===== config.mk =====
export PLATFORM = sky130hd
export DESIGN_NAME = uart_tx_serializer
export DESIGN_NICKNAME = d
export VERILOG_FILES = /design/src/rtl/uart_tx_serializer.sv
export SDC_FILE = /design/constraint.sdc
export NUM_CORES = 1
export LEC_CHECK = 0
export ABC_CLOCK_PERIOD_IN_PS = 3250
export BUFFER_PORTS_ARGS = -buffer_cell sky130_fd_sc_hd__buf_2
export CAP_MARGIN = 15
export CORE_ASPECT_RATIO = 1.4
export CORE_UTILIZATION = 45
export CTS_CLUSTER_SIZE = 10
export DETAILED_ROUTE_END_ITERATION = 10
export PLACE_DENSITY = 0.68
export REMOVE_ABC_BUFFERS = 1
export SETUP_SLACK_MARGIN = 0.3
export SYNTH_ARGS = -nofsm -noshare
export SYNTH_HDL_FRONTEND = slang
export SYNTH_SLANG_ARGS = --single-unit

===== constraint.sdc =====
create_clock -name clk -period 3.25 [get_ports clk]
set_input_delay 0.65 -clock clk [delete_from_list [all_inputs] [get_ports clk]]
set_output_delay 0.65 -clock clk [all_outputs]
set_load 0.03 [all_outputs]

===== src/rtl/uart_tx_serializer.sv =====
// UART transmit serializer: baud divider, frame FSM and shadow config registers.
// Optional macro UART_TX_BREAK_EN adds a send_break input that holds the line low while idle.
module uart_tx_serializer #(
    parameter int CLK_DIV = 434
) (
    input  logic       clk,
    input  logic       rst_n,
    input  logic [7:0] tx_data,
    input  logic [1:0] data_bit_num,
    input  logic       stop_bit_num,
    input  logic       parity_en,
    input  logic       parity_type,
    input  logic       start_tx,
`ifdef UART_TX_BREAK_EN
    input  logic       send_break,
`endif
    output logic       start_tx_down,
    output logic       tx_done,
    output logic       tx
);

    localparam logic [15:0] BAUD_MAX = 16'(CLK_DIV - 1);

    typedef enum logic [2:0] {
        ST_IDLE   = 3'd0,
        ST_START  = 3'd1,
        ST_DATA   = 3'd2,
        ST_PARITY = 3'd3,
        ST_STOP   = 3'd4
    } state_t;

    state_t      state_r,     state_s;
    logic [15:0] baud_cnt_r,  baud_cnt_s;
    logic [2:0]  bit_cnt_r,   bit_cnt_s;
    logic [7:0]  data_r,      data_s;
    logic [1:0]  dbits_r,     dbits_s;
    logic        sbits_r,     sbits_s;
    logic        pen_r,       pen_s;
    logic        ptype_r,     ptype_s;
    logic        tx_r,        tx_s;
    logic        down_r,      down_s;
    logic        done_r,      done_s;
    logic        baud_end_s;
    logic        accept_s;
    logic [2:0]  last_data_s;

    // Parity over only the bits actually sent; upper bits are masked off.
    function automatic logic parity_bit(input logic [7:0] data, input logic [1:0] dbits,
                                        input logic odd);
        logic [7:0] mask;
        case (dbits)
            2'b00:   mask = 8'h1F;
            2'b01:   mask = 8'h3F;
            2'b10:   mask = 8'h7F;
            2'b11:   mask = 8'hFF;
            default: mask = 8'hFF;
        endcase
        return (^(data & mask)) ^ odd;
    endfunction

    assign tx            = tx_r;
    assign start_tx_down = down_r;
    assign tx_done       = done_r;

    // Next-state, baud/bit counters, shadow latch and registered outputs.
    always_comb begin
        state_s     = state_r;
        baud_cnt_s  = baud_cnt_r;
        bit_cnt_s   = bit_cnt_r;
        data_s      = data_r;
        dbits_s     = dbits_r;
        sbits_s     = sbits_r;
        pen_s       = pen_r;
        ptype_s     = ptype_r;
        tx_s        = tx_r;
        down_s      = 1'b0;
        done_s      = done_r;
        baud_end_s  = (baud_cnt_r == BAUD_MAX);
        last_data_s = 3'd4 + {1'b0, dbits_r};
`ifdef UART_TX_BREAK_EN
        // A break leaves tx_r low, so a request waits one edge after release.
        accept_s    = start_tx && !send_break && tx_r;
`else
        accept_s    = start_tx;
`endif

        if (state_r != ST_IDLE) begin
            if (baud_end_s) begin
                baud_cnt_s = 16'd0;
            end else begin
                baud_cnt_s = baud_cnt_r + 16'd1;
            end
        end else begin
            baud_cnt_s = 16'd0;
        end

        case (state_r)
            ST_IDLE: begin
                bit_cnt_s = 3'd0;
`ifdef UART_TX_BREAK_EN
                tx_s = !send_break;
`else
                tx_s = 1'b1;
`endif
                if (accept_s) begin
                    data_s  = tx_data;
                    dbits_s = data_bit_num;
                    sbits_s = stop_bit_num;
                    pen_s   = parity_en;
                    ptype_s = parity_type;
                    state_s = ST_START;
                    tx_s    = 1'b0;
                    down_s  = 1'b1;
                    done_s  = 1'b0;
                end else begin
                    state_s = ST_IDLE;
                end
            end
            ST_START: begin
                if (baud_end_s) begin
                    state_s   = ST_DATA;
                    bit_cnt_s = 3'd0;
                    tx_s      = data_r[0];
                end else begin
                    state_s = ST_START;
                end
            end
            ST_DATA: begin
                if (baud_end_s) begin
                    if (bit_cnt_r == last_data_s) begin
                        bit_cnt_s = 3'd0;
                        if (pen_r) begin
                            state_s = ST_PARITY;
                            tx_s    = parity_bit(data_r, dbits_r, ptype_r);
                        end else begin
                            state_s = ST_STOP;
                            tx_s    = 1'b1;
                        end
                    end else begin
                        bit_cnt_s = bit_cnt_r + 3'd1;
                        tx_s      = data_r[bit_cnt_r + 3'd1];
                    end
                end else begin
                    state_s = ST_DATA;
                end
            end
            ST_PARITY: begin
                if (baud_end_s) begin
                    state_s   = ST_STOP;
                    bit_cnt_s = 3'd0;
                    tx_s      = 1'b1;
                end else begin
                    state_s = ST_PARITY;
                end
            end
            ST_STOP: begin
                tx_s = 1'b1;
                if (baud_end_s) begin
                    if (bit_cnt_r == {2'b00, sbits_r}) begin
                        state_s   = ST_IDLE;
                        bit_cnt_s = 3'd0;
                        done_s    = 1'b1;
                    end else begin
                        bit_cnt_s = bit_cnt_r + 3'd1;
                    end
                end else begin
                    state_s = ST_STOP;
                end
            end
            default: begin
                state_s    = ST_IDLE;
                tx_s       = 1'b1;
                baud_cnt_s = 16'd0;
                bit_cnt_s  = 3'd0;
            end
        endcase
    end

    // State and output registers with asynchronous abort to an idle-high line.
    always_ff @(posedge clk or negedge rst_n) begin
        if (!rst_n) begin
            state_r    <= ST_IDLE;
            baud_cnt_r <= 16'd0;
            bit_cnt_r  <= 3'd0;
            data_r     <= 8'd0;
            dbits_r    <= 2'd0;
            sbits_r    <= 1'b0;
            pen_r      <= 1'b0;
            ptype_r    <= 1'b0;
            tx_r       <= 1'b1;
            down_r     <= 1'b0;
            done_r     <= 1'b0;
        end else begin
            state_r    <= state_s;
            baud_cnt_r <= baud_cnt_s;
            bit_cnt_r  <= bit_cnt_s;
            data_r     <= data_s;
            dbits_r    <= dbits_s;
            sbits_r    <= sbits_s;
            pen_r      <= pen_s;
            ptype_r    <= ptype_s;
            tx_r       <= tx_s;
            down_r     <= down_s;
            done_r     <= done_s;
        end
    end

endmodule


### After elaboration in Yosys (flattened, before gate mapping)

Index checks and enable logic that the tools add are counted.

* register bits after elaboration: 38
* bits in latches: 0
* bits in writable memories: 0
* memory bits (read-only): 0
* input bits: 16
* word-level logic and storage cells: 86
* memories kept: 0

* add/subtract/negate cells: 3
* multipliers: 0
* div/mod/pow operators: 0
* $lt $le $gt $ge: 1
* equality and inequality tests: 19
* shift-type cells: 0
* multiplexer cells: 38
* bitwise operators: 2
* reduce and logical (&&, ||, !) cells: 12

Operators by type and width (number)
* 16-bit two-way mux: 3
* 3-bit two-way mux: 11
* 8-bit two-way mux: 4
* 8-bit case mux with 4 select lines: 1
* 16-bit by 1-bit adder with 16-bit output (second input constant): 1
* 16-bit by 9-bit == test with 1-bit output (second input constant): 1
* 3-bit case mux with 5 select lines: 1
* 1-bit two-way mux: 13
* 2-bit != test (second input constant): 6
* 3-bit case mux with 3 select lines: 1
* 8-bit bitwise AND: 1
* 8-bit XOR reduction: 1
* 3-bit by 2-bit == test with 1-bit output (second input constant): 2
* 3-bit != test (second input constant): 2
* 3-bit AND reduction: 2
* 5-bit OR reduction: 1
* 2-bit == test (second input constant): 2
* 3-bit by 4-bit < comparator with 1-bit output (second input constant): 1
* 1-bit case mux with 4 select lines: 1
* 2-bit AND reduction: 2
* 4-bit AND reduction: 1
* 3-bit by 1-bit adder with 3-bit output (second input constant): 1
* 3-bit by 2-bit adder with 3-bit output (first input constant): 1
* 1-bit binary-select mux with 3-bit select: 1
* other kinds (14): 14

### Depth between registers and ports, before layout

Gate-level depths: netlist (run 1).

* word-level depth: 13
* depth in mapped cells: 9

### Worst setup path after synthesis (run 1)

No wires, ideal clock.

* kind: flip-flop to flip-flop
* start point: reg baud_cnt_r[0]
* end point: reg baud_cnt_r[9]
* setup time: 0.069 ns
* data arrival time: 1.614 ns
* slack: 1.568 ns
* stages on the path, launching flop included: 9
* buffers on the path: 3
* cells stage by stage: dfrtp_1 ha_1 nor4b_2 and4_4 buf_6 or2_4 buf_6 buf_12 nor2_4

* longest elaborated chain between the ends: 4

Ends and longest elaborated chain
* from (decl): line 33 `logic [15:0] baud_cnt_r, baud_cnt_s;`
* from (signal assigned): line 195 `baud_cnt_r <= baud_cnt_s;`
* 16-bit by 1-bit adder with 16-bit output or 16-bit by 9-bit == test with 1-bit output (tied branches): line 91, 78
* 16-bit two-way mux (*): line 88 `if (baud_end_s) begin`
* 16-bit two-way mux (*): line 87 `if (state_r != ST_IDLE) begin`
* 16-bit two-way mux (*): line 97 `case (state_r)`
* net baud_cnt_s[9]: line 33

Mark *: on every way through the listed nets, which the timed path passes. The rest lies on a longest branch.
A chain may end at the register's enable or synchronous reset.

### Worst setup path after layout (run 1)

* start point: reg baud_cnt_r[0]
* end point: reg bit_cnt_r[1]

* longest elaborated chain between the ends: 3

Ends and longest elaborated chain
* 16-bit by 9-bit == test with 1-bit output (*): line 78 `baud_end_s = (baud_cnt_r == BAUD_MAX);`
* 2-bit != test (no source line) or 2-bit by 1-bit != test with 1-bit output (tied branches)
* 3-bit AND reduction (no source line) (*)
* to (signal assigned): line 196 `bit_cnt_r <= bit_cnt_s;`
* to (decl): line 34 `logic [2:0] bit_cnt_r, bit_cnt_s;`

Mark *: on every way between the ends. The rest lies on a longest branch, timed or not.

==> results of run 1 <==
==> stage by stage <==
step	hold WS [ps]	std cells	area, um^2
global route	540.3	262	2277
detailed placement	494.4	254	2187
CTS	501.8	262	2277
finish	468.1	262	2277
floorplan	354.4	174	2019
global placement	509.9	254	2187
==> final cells by class <==
cell class	instances	area, um^2	share of cell area [%]
multi-input combinational	130	1045	45.88
sequential	38	952.2	41.81
tap	62	77.57	3.407
inverter	6	22.52	0.9890
timing repair buffer	18	90.09	3.956
clock buffer	8	90.09	3.956
==> cells in the mapped netlist, types with 3 or more instances <==
library cell,n
sky130_fd_sc_hd__buf_2,3
sky130_fd_sc_hd__ha_1,3
sky130_fd_sc_hd__inv_1,6
sky130_fd_sc_hd__nor2_1,12
sky130_fd_sc_hd__xor2_1,11
sky130_fd_sc_hd__nor2_2,3
sky130_fd_sc_hd__nor3_1,4
sky130_fd_sc_hd__nor2_4,9
sky130_fd_sc_hd__nand2_1,8
sky130_fd_sc_hd__nand4_1,5
sky130_fd_sc_hd__xnor2_1,13
sky130_fd_sc_hd__dfrtp_1,37
sky130_fd_sc_hd__o21ai_0,4
sky130_fd_sc_hd__mux2_2,12
sky130_fd_sc_hd__and3_1,3
sky130_fd_sc_hd__nand3_1,7
sky130_fd_sc_hd__a21oi_1,4
==> worst max-delay path: cells and delay by family, from the launching register on <==
family | cells | cell delay (ps)
flip-flops | 1 | 440
adder cells (fa/ha/maj) | 1 | 180
AND/OR/NAND/NOR | 4 | 1010
AO/OA/AOI/OAI | 1 | 120
==> cells in the final DEF (no fill, tap or decap), drive strengths merged, types with 2 or more instances in the layout <==
| master | count |
|---|---|
| dfrtp | 37 |
| nor2 | 24 |
| buf | 18 |
| xnor2 | 13 |
| mux2 | 12 |
| xor2 | 11 |
| nand2 | 8 |
| clkbuf | 8 |
| nand3 | 7 |
| inv | 6 |
| o21ai | 6 |
| nand4 | 5 |
| nor3 | 5 |
| a21oi | 4 |
| and3 | 3 |
| ha | 3 |
| and4 | 3 |
| a41oi | 2 |
| a2111oi | 2 |
| nand2b | 2 |
| mux4 | 2 |
| nor4 | 2 |
| or2 | 2 |
==> kinds of logic (layout without fill, tap and decap cells) <==
kind of cell / Yosys count / count (layout)
fa+ha+maj: 3 / 3
mux: 15 / 15
simple gates: 65 / 65
buf+inv: 15 / 32
xor+xnor: 25 / 25
flops: 38 / 38
compound gates: 22 / 22
==> sequential cells by signal, indices dropped and copies added (netlist names) <==
name	cells
start_tx_down	1
tx_done	1
data_r	8
baud_cnt_r	16
tx	1
dbits_r	2
state_r	3
ptype_r	1
pen_r	1
sbits_r	1
bit_cnt_r	3
==> routing by layer <==
metal | part of all wire [%] | vias to the layer above | GRT usage, %
met4 | 1.2 | 0 | 6.047
met5 | 0 | - | 0
met3 | 2.3 | 5 | 3.271
li1 | - | 677 | -
met2 | 50 | 17 | 27.64
met1 | 46 | 661 | 21.13
==> power by group <==
group / total, uW / switching, uW / internal (uW)
clock: 327 / 155 / 173
sequential: 672 / 103 / 570
combinational: 400 / 163 / 237
==> worst paths after layout <==
| kind | depth (start not counted) | slack (ps) | endpoint |
|---|---|---|---|
| setup / recovery | 6 | 1430 | bit_cnt_r[1] |
| hold / removal | 1 | 470 | data_r[2] |
| setup reg to reg | 6 | 1430 | bit_cnt_r[1] |
| hold reg to reg | 2 | 510 | tx_done |
| max in group asynchronous | 1 | 2240 | baud_cnt_r[15] |
| min in group clk | 2 | 510 | tx_done |
==> impl_summary.txt, run 1 <==
----------------------------------------------------
[Finish]
  # diodes ... 0
  Area growth syn-to-layout ... 8.852%
  Finished Core Util ... 50.61%
  Fillcell total ... 444
  Ratio of cells with drive above 1 in the final layout ... 29.00%
  Total Nets Final ... 218

[Clock network]
  Post-cts sizing count ... 0
  Cell chosen for the clock root ... sky130_fd_sc_hd__clkbuf_8
  Buffer depth of the longest clock path ... 2
  Number of clock sinks ... 38
  Number of buffers inserted during clock tree synthesis ... 5
  CTS tree ... done
  H-Tree Level Count ... 2
  Cts-stage hold buffer count ... 0
  Register clock-pin slew on the reported worst setup and hold paths ... 70 ps
  Clock network latency to the later pin of the worst-skew pair ... 290 ps
  Setup Fix Bufs, Post-CTS ... 0

[Logic synthesis]
  Synth async-reset ratio ... 100.0%
  Library cell occupying the most area in the post-synthesis netlist ... sky130_fd_sc_hd__dfrtp_1
  Mean Syn Cell Area ... 11.43 um^2
  Main combinational cell family by area after synthesis ... simple AND/OR/NAND/NOR gates
  Complex-gate fraction of the synthesized area ... 7.596%
  Top FF cell, synth ... sky130_fd_sc_hd__dfrtp_1
  Sequential area share after synthesis ... 45.51%
  Count of cell types in the netlist ... 48
  Count of state elements after synthesis ... 38
  Leading post-synthesis cells by cell area ... sky130_fd_sc_hd__dfrtp_1 (44%), sky130_fd_sc_hd__mux2_2 (6.5%), sky130_fd_sc_hd__xnor2_1 (5.4%), sky130_fd_sc_hd__nor2_4 (4.8%), sky130_fd_sc_hd__xor2_1 (4.6%)
  Multiplexer share of the synthesized area ... 9.091%
  Post-synth EDFFs ... 0
  Post-synthesis share of cell area spent on xor and xnor gates ... 11.12%
  Number of warning messages in the yosys log ... 0
  Proportion of netlist area held by the largest area contributor ... 44.26%
  Fraction of the mapped netlist area in simple logic gates ... 20.33%
  Synth Cell Area ... 2092 um^2
  Adder-cell share of the synthesized area ... 1.794%
  Syn Inst Count ... 183

[Power and ir drop]
  Power per cell area ... 614.8 nW/um^2
  Maximum ir drop on the vdd rail ... 0.0002250 V
  Leakage component of the power ... 0.0009702 uW
  Total power draw ... 1400 uW

[STA]
  Transition at the pin with the smallest max-transition slack ... 851.5 ps
  Worst Clk Skew ... 6.387 ps
  TNS Setup ... 0 ps
  Worst slew margin ... 43.23%
  Fmax ... 548.3 MHz
  RSZ-0062 raised after global routing ... no
  Crit path time final ... 1824 ps
  Final setup violation count ... 0
  Final number of max-transition violations ... 0
  Setup slack of the critical path after layout ... 1426 ps
  Number of endpoints with negative hold slack in the final report ... 0
  Crit share post-route ... 56.12%

[Detailed routing]
  DRT iter0 DRCs ... 82
  Detailed Routing Iterations Pass 1 ... 4
  Via total after detailed routing ... 1360
  DRC errors left ... 0
  Routed WL ... 3551 um
  Post-DRT Antenna Nets ... 0
  Per-cell routed wire length ... 13.55 um
  Detail-routed via count per cell ... 5.191

[Worst setup path]
  Max stage delay on crit path ... 440 ps
  Critical Path Source Type ... flip-flop
  Worst setup startpoint ... baud_cnt_r[0]
  Worst endpoint required time ... 3460 ps
  RR Startpoint ... baud_cnt_r[0]
  Path type of the worst setup path ... flip-flop to flip-flop
  Cells along the critical path ... ha_1 -> nor4b_2 -> and4_4 -> or2_4 -> nand2_1 -> o21ai_1
  Kind of end point of the critical path ... flip-flop
  Worst-path maximum fanout ... 17
  Arrival @ worst endpoint ... 2040 ps
  Cell with the biggest individual delay on the critical path ... sky130_fd_sc_hd__dfrtp_1

[Run]
  Max-cap violations ... 0

[Floorplan]
  Initial standard-cell utilization of the core ... 46.50%
  Total number of placement rows ... 29
  Die outline area ... 4930 um^2
  Die width ... 59.63 um
  Top-level port count ... 19
  Floorplan die height ... 82.68 um
  Core Region ... 4499 um^2

[Global route]
  Number of global-route vias before repair ... 1359
  Global-route total usage across every layer ... 16.57%
  Global-route wire length before repair ... 6203 um
  Maximum number of pins on one net before global-route repair ... 39
  Overflow after GRT ... 0
  Initial antenna violation count ... 0

[Worst hold path]
  Hold crit path type ... input pin to async pin

[Placed design]
  Post-place setup slack ... 1438 ps
  PortBufs ... 18
  Final estimated routing congestion in global placement ... 0.8009
  DP HPWL ... 2549 um

[Status]
  Run status ... finished clean

----------------------------------------------------
Note: power is estimated with default switching activity, not from simulation.
==> inputs of run 2 (changes only) <==
ABC_CLOCK_PERIOD_IN_PS = 1700   (was 3250)
clock period = 1.7 ns   (was 3.25 ns; I/O delays follow)
==> run 2 against run 1 <==
Effect of this change: combinational power grew to 2.9 times the previous value; first-iteration DRC count is 60% lower; clock skew is 3.0 ps lower; flip-flop and latch count stayed put; worst hold slack worse by 210 ps; die area stayed put; worst setup slack worse by 1400 ps; fmax is 12% higher; sequential power is 92% higher; final cell count is 9.5% higher; non-clock buffer count is 25 higher.
==> impl_summary.txt, run 2 (synthesized netlist as in run 1, its figures left out) <==
----------------------------------------------------
[STA]
  Crit share post-route ... 95.90% (+40 points)
  TNS Setup ... 0 ps (unchanged)
  Final number of max-transition violations ... 0 (unchanged)
  Final setup violation count ... 0 (unchanged)
  Worst slack on hold paths ... 260.2 ps (-208.0 ps)
  Worst Clk Skew ... 3.398 ps (-2.988 ps)
  Fmax ... 613.4 MHz (+12%)
  Worst slew margin ... 71.55% (+28 points)
  RSZ-0062 raised after global routing ... yes
  Number of endpoints with negative hold slack in the final report ... 0 (unchanged)
  Crit path time final ... 1630 ps (-193.5 ps)
  Transition at the pin with the smallest max-transition slack ... 426.7 ps (-424.8 ps)

[Floorplan]
  Top-level port count ... 19 (unchanged)
  Initial standard-cell utilization of the core ... 46.50% (unchanged)
  Total number of placement rows ... 29 (unchanged)
  Core Region ... 4499 um^2 (unchanged)
  Die outline area ... 4930 um^2 (unchanged)
  Die width ... 59.63 um (unchanged)
  Floorplan die height ... 82.68 um (unchanged)

[Worst setup path]
  Arrival @ worst endpoint ... 1840 ps (-200 ps)
  Kind of end point of the critical path ... flip-flop
  Worst-path maximum fanout ... 2 (-15)
  Path type of the worst setup path ... flip-flop to flip-flop
  Endpoint of the worst register-to-register path ... tx
  FF-to-FF setup slack ... 70 ps (-1360 ps)
  Critical Path Source Type ... flip-flop
  RR Startpoint ... data_r[0]
  Worst endpoint required time ... 1910 ps (-1550 ps)
  R2r worst-path depth ... 5 (-1)

[Finish]
  Finished Core Util ... 62.93% (+12 points)
  Leading cell types in the layout, fill and taps excluded ... sky130_fd_sc_hd__dfrtp_1 (34), sky130_fd_sc_hd__buf_2 (18), sky130_fd_sc_hd__nor2_4 (16)
  Area growth syn-to-layout ... 35.35%
  Total Nets Final ... 243 (+11%)
  Ratio of cells with drive above 1 in the final layout ... 52.44% (+23 points)
  # diodes ... 0 (unchanged)
  Commonest non-fill, non-tap cell in the layout ... sky130_fd_sc_hd__dfrtp_1
  Finished Layout Cells ... 287 (+9.5%)
  Largest registers ... baud_cnt_r: 16 flops, data_r: 8 flops
  Largest reg by FF count ... baud_cnt_r
  Flip-flop count of the largest register after layout ... 16 (unchanged)

[Worst hold path]
  Depth of the worst hold-timing path ... 3
  Startpoint of the lowest-slack hold path ... parity_en
  Worst Hold Endpoint ... pen_r
  Hold crit path type ... input pin to flip-flop

[Placed design]
  DP HPWL ... 2881 um (+13%)
  PortBufs ... 18 (unchanged)
  Placed Cells ... 267 (+5.1%)
  Final estimated routing congestion in global placement ... 0.8316 (+3.8%)

[Detailed routing]
  Detail-routed via count per cell ... 5.272 (+1.6%)
  DRT iter0 DRCs ... 33 (-60%)
  DRC errors left ... 0 (unchanged)
  Detailed Routing Iterations Pass 1 ... 4 (unchanged)
  Via total after detailed routing ... 1513 (+11%)
  Routed WL ... 4566 um (+29%)
  Per-cell routed wire length ... 15.91 um (+17%)
  Post-DRT Antenna Nets ... 0 (unchanged)

[Clock network]
  Register clock-pin slew on the reported worst setup and hold paths ... 70 ps (about the same)
  Clock network latency to the later pin of the worst-skew pair ... 290 ps (about the same)
  Buffer depth of the longest clock path ... 2 (unchanged)
  Cell chosen for the clock root ... sky130_fd_sc_hd__clkbuf_8
  Number of buffers inserted during clock tree synthesis ... 5 (unchanged)
  CTS tree ... done
  H-Tree Level Count ... 2 (unchanged)
  Number of clock sinks ... 38 (unchanged)

[Power and ir drop]
  Power per cell area ... 1089 nW/um^2 (+77%)
  Total power draw ... 3082 uW (+120%)
  Leakage component of the power ... 0.001172 uW (+21%)
  Maximum ir drop on the vdd rail ... 0.0005826 V (+160%)

[Global route]
  Initial antenna violation count ... 0 (unchanged)
  Number of global-route vias before repair ... 1480 (+8.9%)
  Maximum number of pins on one net before global-route repair ... 23 (-41%)
  Overflow after GRT ... 0 (unchanged)
  Global-route total usage across every layer ... 19.12% (+2.5 points)
  Global-route wire length before repair ... 6893 um (+11%)

[Run]
  Max-cap violations ... 0 (unchanged)

[Status]
  Run status ... finished clean

----------------------------------------------------
run 2: changes by cell type in the layout (fill, tap and decap cells not counted), moves of 4 or more:
| cell | change |
|---|---|
| sky130_fd_sc_hd__nor2_4 | +7 |
| sky130_fd_sc_hd__nor2_1 | -6 |
| sky130_fd_sc_hd__xor2_2 | +5 |
| sky130_fd_sc_hd__buf_4 | +15 |
| sky130_fd_sc_hd__buf_12 | +4 |
| sky130_fd_sc_hd__mux2_4 | +11 |
| sky130_fd_sc_hd__xor2_1 | -5 |
| sky130_fd_sc_hd__mux2_2 | -11 |
run 2: report_power, final:
group	internal, uW	switching (uW)	leakage, uW
Clock	327	313	0.0000482
Combinational	695	461	0.000641
Sequential	1090	195	0.000482
Total	2110	969	0.00117
run 2: critical path, stage by stage, from the launching register on:
cell and delay [ps]:
sky130_fd_sc_hd__dfrtp_1 400, sky130_fd_sc_hd__xor2_1 230, sky130_fd_sc_hd__xnor2_1 160, sky130_fd_sc_hd__xnor3_1 440, sky130_fd_sc_hd__o311ai_2 230, sky130_fd_sc_hd__a21oi_1 100
run 2: cell type report:
class	instances	area [um^2]
fillers	374	1668
inverters	6	22.52
flip-flops and latches	38	955.9
well taps	62	77.57
repair buffers	43	376.6
multi-input cells	130	1308
clock inverters	1	5.005
clock buffers	7	86.33
run 2: repair_timing:
item | CTS | global route
setup endpoints to repair | 36 | 36
endpoints found under the hold margin | 15 | 0
pin swaps | 6 | 34
resized for setup | 11 | 53
buffers inserted | 4 | 5
hold buffers | 1 | 0
gates cloned | 0 | 2
run 2: worst max-delay path by stage:
stage / from / end / slack, ps / cells after the start
2_1_floorplan: baud_cnt_r[1] / bit_cnt_r[1] / 70 / 7
3_3_place_gp: bit_cnt_r[0] / tx / -10 / 6
3_5_place_dp: bit_cnt_r[0] / tx / -30 / 6
4_1_cts: baud_cnt_r[1] / baud_cnt_r[15] / 80 / 7
5_1_grt: bit_cnt_r[0] / tx / -2 / 6
6_report: data_r[0] / tx / 70 / 5
run 2: layer usage:
layer	wire length (um)	vias to the layer above	GRT usage (%)
li1	-	726	-
met1	1906	749	22.10
met3	102	13	3.894
met5	0	-	0
met2	2432	25	34.16
met4	124	0	7.442
run 2: metrics by stage:
stage | area (um^2) | setup WS, ps
6_report | 2831 | 69.67
5_1_grt | 2831 | -2.069
4_1_cts | 2521 | 82.48
3_5_place_dp | 2322 | -25.96
3_3_place_gp | 2322 | -9.738
2_1_floorplan | 2019 | 65.29
==> inputs of run 3 (changes only) <==
CELL_PAD_IN_SITES_DETAIL_PLACEMENT = 0   (was not set)
CELL_PAD_IN_SITES_GLOBAL_PLACEMENT = 1   (was not set)
PLACE_DENSITY = 0.81   (was 0.68)
==> run 3 against run 2 <==
Effect of this change: worst hold slack improved by 14 ps; total power rose by 1.3%; global-route usage grew 1.6 points; sequential power is essentially flat; count of clock-buffer cells in the layout grew 1; die area stayed put; clock power shrank 0.6%; register-to-register slack got worse by 60 ps; first-iteration DRC count grew 100%; flip-flop and latch count did not move; worst setup slack lost 65 ps; combinational power about the same; critical path type unchanged; largest cell class unchanged; largest power group unchanged.
==> impl_summary.txt, run 3 (synthesized netlist as in run 1, its figures left out) <==
----------------------------------------------------
[STA]
  Worst Clk Skew ... 11.59 ps (+8.189 ps)
  TNS Setup ... 0 ps (unchanged)
  Final number of max-transition violations ... 0 (unchanged)
  Crit share post-route ... 99.71% (+3.8 points)
  Crit path time final ... 1695 ps (+64.76 ps)
  Fmax ... 589.9 MHz (-3.8%)
  Worst slack on hold paths ... 274.3 ps (+14.16 ps)
  Setup slack of the critical path after layout ... 4.909 ps (-64.76 ps)
  Transition at the pin with the smallest max-transition slack ... 419.9 ps (-6.762 ps)
  Worst slew margin ... 72.01% (+0.45 points)
  Final setup violation count ... 0 (unchanged)
  RSZ-0062 raised after global routing ... yes
  Number of endpoints with negative hold slack in the final report ... 0 (unchanged)

[Detailed routing]
  Routed WL ... 5118 um (+12%)
  DRC errors left ... 0 (unchanged)
  Per-cell routed wire length ... 17.12 um (+7.6%)
  Detail-routed via count per cell ... 5.351 (+1.5%)
  Detailed Routing Iterations Pass 1 ... 4 (unchanged)
  DRT iter0 DRCs ... 67 (+100%)
  Via total after detailed routing ... 1600 (+5.8%)
  Post-DRT Antenna Nets ... 0 (unchanged)

[Worst setup path]
  RR Startpoint ... baud_cnt_r[11]
  Max stage delay on crit path ... 460 ps (+20 ps)
  Kind of end point of the critical path ... flip-flop
  FF-to-FF setup slack ... 5 ps (-60 ps)
  Path type of the worst setup path ... flip-flop to flip-flop
  Worst endpoint required time ... 1880 ps (-30 ps)
  Worst-path maximum fanout ... 6 (+4)
  R2r worst-path depth ... 5 (unchanged)
  Endpoint of the worst register-to-register path ... baud_cnt_r[7]
  Cells along the critical path ... nor4_2 -> and4_4 -> or2_4 -> clkbuf_16 -> nor2_4
  Cell with the biggest individual delay on the critical path ... sky130_fd_sc_hd__dfrtp_1
  Arrival @ worst endpoint ... 1880 ps (+40 ps)
  Critical Path Source Type ... flip-flop

[Global route]
  Initial antenna violation count ... 0 (unchanged)
  Fraction of met3 tracks used by global routing ... 4.050% (+0.16 points)
  Maximum number of pins on one net before global-route repair ... 23 (unchanged)
  Global-route wire length before repair ... 7527 um (+9.2%)
  Met1 routing resource usage after global routing ... 23.92% (+1.8 points)
  Overflow after GRT ... 0 (unchanged)
  GR peak layer ... met2
  Number of global-route vias before repair ... 1652 (+12%)
  Met2 layer usage reported by global route ... 37.19% (+3.0 points)
  Global-route total usage across every layer ... 20.69% (+1.6 points)

[Finish]
  Largest registers ... baud_cnt_r: 16 flops, data_r: 8 flops
  Finished Core Util ... 65.38% (+2.4 points)
  Area growth syn-to-layout ... 40.61%
  Commonest non-fill, non-tap cell in the layout ... sky130_fd_sc_hd__dfrtp_1
  # diodes ... 0 (unchanged)
  Largest reg by FF count ... baud_cnt_r
  Leading cell types in the layout, fill and taps excluded ... sky130_fd_sc_hd__dfrtp_1 (34), sky130_fd_sc_hd__buf_4 (24), sky130_fd_sc_hd__buf_2 (18)
  Total Nets Final ... 255 (+4.9%)
  Area occupied by registers ... 955.9 um^2 (unchanged)
  Ratio of cells with drive above 1 in the final layout ... 55.27% (+2.8 points)
  Fillcell total ... 341 (-8.8%)
  Flip-flop count of the largest register after layout ... 16 (unchanged)
  Area occupied by multi-input gates ... 1326 um^2 (+1.4%)

[Power and ir drop]
  Sequential share of power ... 41.7% (about the same)
  Leakage component of the power ... 0.001242 uW (+6.0%)
  Clock network fraction of design power ... 20.4% (-0.4 points)
  Switching share of total power ... 31.81% (+0.37 points)
  Fraction of power consumed by combinational cells ... 38.0% (+0.5 points)
  Sw Pwr ... 993.4 uW (+2.5%)
  Power per cell area ... 1062 nW/um^2 (-2.5%)
  Total power draw ... 3123 uW (+1.3%)
  Maximum ir drop on the vdd rail ... 0.0006855 V (+18%)
  Internal power of the cells ... 2130 uW (+0.79%)

[Placed design]
  PortBufs ... 18 (unchanged)
  DP HPWL ... 3064 um (+6.4%)
  Final estimated routing congestion in global placement ... 0.8558 (+2.9%)
  Post-place setup slack ... 2.559 ps (+28.52 ps)

[Floorplan]
  Initial standard-cell utilization of the core ... 46.50% (unchanged)
  Floorplan die height ... 82.68 um (unchanged)
  Total number of placement rows ... 29 (unchanged)
  Core Region ... 4499 um^2 (unchanged)
  Die outline area ... 4930 um^2 (unchanged)
  Top-level port count ... 19 (unchanged)
  Die width ... 59.63 um (unchanged)

[Worst hold path]
  Startpoint of the lowest-slack hold path ... parity_en
  Depth of the worst hold-timing path ... 3 (unchanged)
  Worst Hold Endpoint ... pen_r
  Hold crit path type ... input pin to flip-flop

[Clock network]
  Clock network latency to the later pin of the worst-skew pair ... 290 ps (about the same)
  Cell chosen for the clock root ... sky130_fd_sc_hd__clkbuf_8
  CTS tree ... done
  Number of clock sinks ... 38 (unchanged)
  H-Tree Level Count ... 2 (unchanged)
  Register clock-pin slew on the reported worst setup and hold paths ... 70 ps (about the same)
  Buffer depth of the longest clock path ... 2 (unchanged)
  Number of buffers inserted during clock tree synthesis ... 5 (unchanged)

[Run]
  Max-cap violations ... 0 (unchanged)

[Status]
  Run status ... finished clean

----------------------------------------------------
run 3: changes by cell type in the layout (fill, tap and decap cells not counted), sizes merged:
cell and delta:
buf +12, clkbuf +1, clkinv -1
run 3: cell type report:
type	instances	area share, %
multi-input cells	130	45.09
clock buffers	8	3.063
inverters	6	0.7656
well taps	62	2.637
repair buffers	55	15.95
flip-flops and latches	38	32.50
run 3: layer usage:
layer / vias up / wire (um)
met5: - / 0
met4: 0 / 81
met3: 11 / 165
met2: 26 / 2856
met1: 822 / 2014
li1: 741 / -
run 3: critical path: cells and delay by family (launching register included):
family	cells	cell delay [ps]
AND/OR/NAND/NOR	4	930
buffers and inverters	1	190
flip-flops	1	460
run 3: how the worst max path moves through the flow:
stage / slack, ps / start / to
5_1_grt: -60 / baud_cnt_r[11] / bit_cnt_r[2]
3_5_place_dp: 3 / bit_cnt_r[0] / tx
6_report: 5 / baud_cnt_r[11] / baud_cnt_r[7]
2_1_floorplan: 70 / baud_cnt_r[1] / bit_cnt_r[1]
4_1_cts: 80 / data_r[1] / tx
3_3_place_gp: 20 / bit_cnt_r[0] / tx
run 3: stage by stage:
| stage | area, um^2 | instances |
|---|---|---|
| global placement | 2325 | 269 |
| finish | 2942 | 299 |
| global route | 2942 | 299 |
| detailed placement | 2325 | 269 |
| CTS | 2571 | 285 |
| floorplan | 2019 | 174 |
run 3: power by group through the flow:
stage          Combinational (uW)  Sequential, uW  Clock [uW]
4_1_cts                       926            1280         646
2_1_floorplan                 620            1270           0
6_report                     1190            1300         636
5_1_grt                      1290            1320         685
3_3_place_gp                  839            1270           0
3_5_place_dp                  871            1290           0
run 3: repair_timing:
| action | in CTS | in global routing |
|---|---|---|
| hold endpoints to repair | 16 | 0 |
| hold buffers | 1 | 0 |
| setup endpoints to repair | 36 | 36 |
| pin swaps | 11 | 22 |
| setup buffers | 7 | 12 |
| gates cloned | 0 | 2 |
| resized for setup | 15 | 57 |
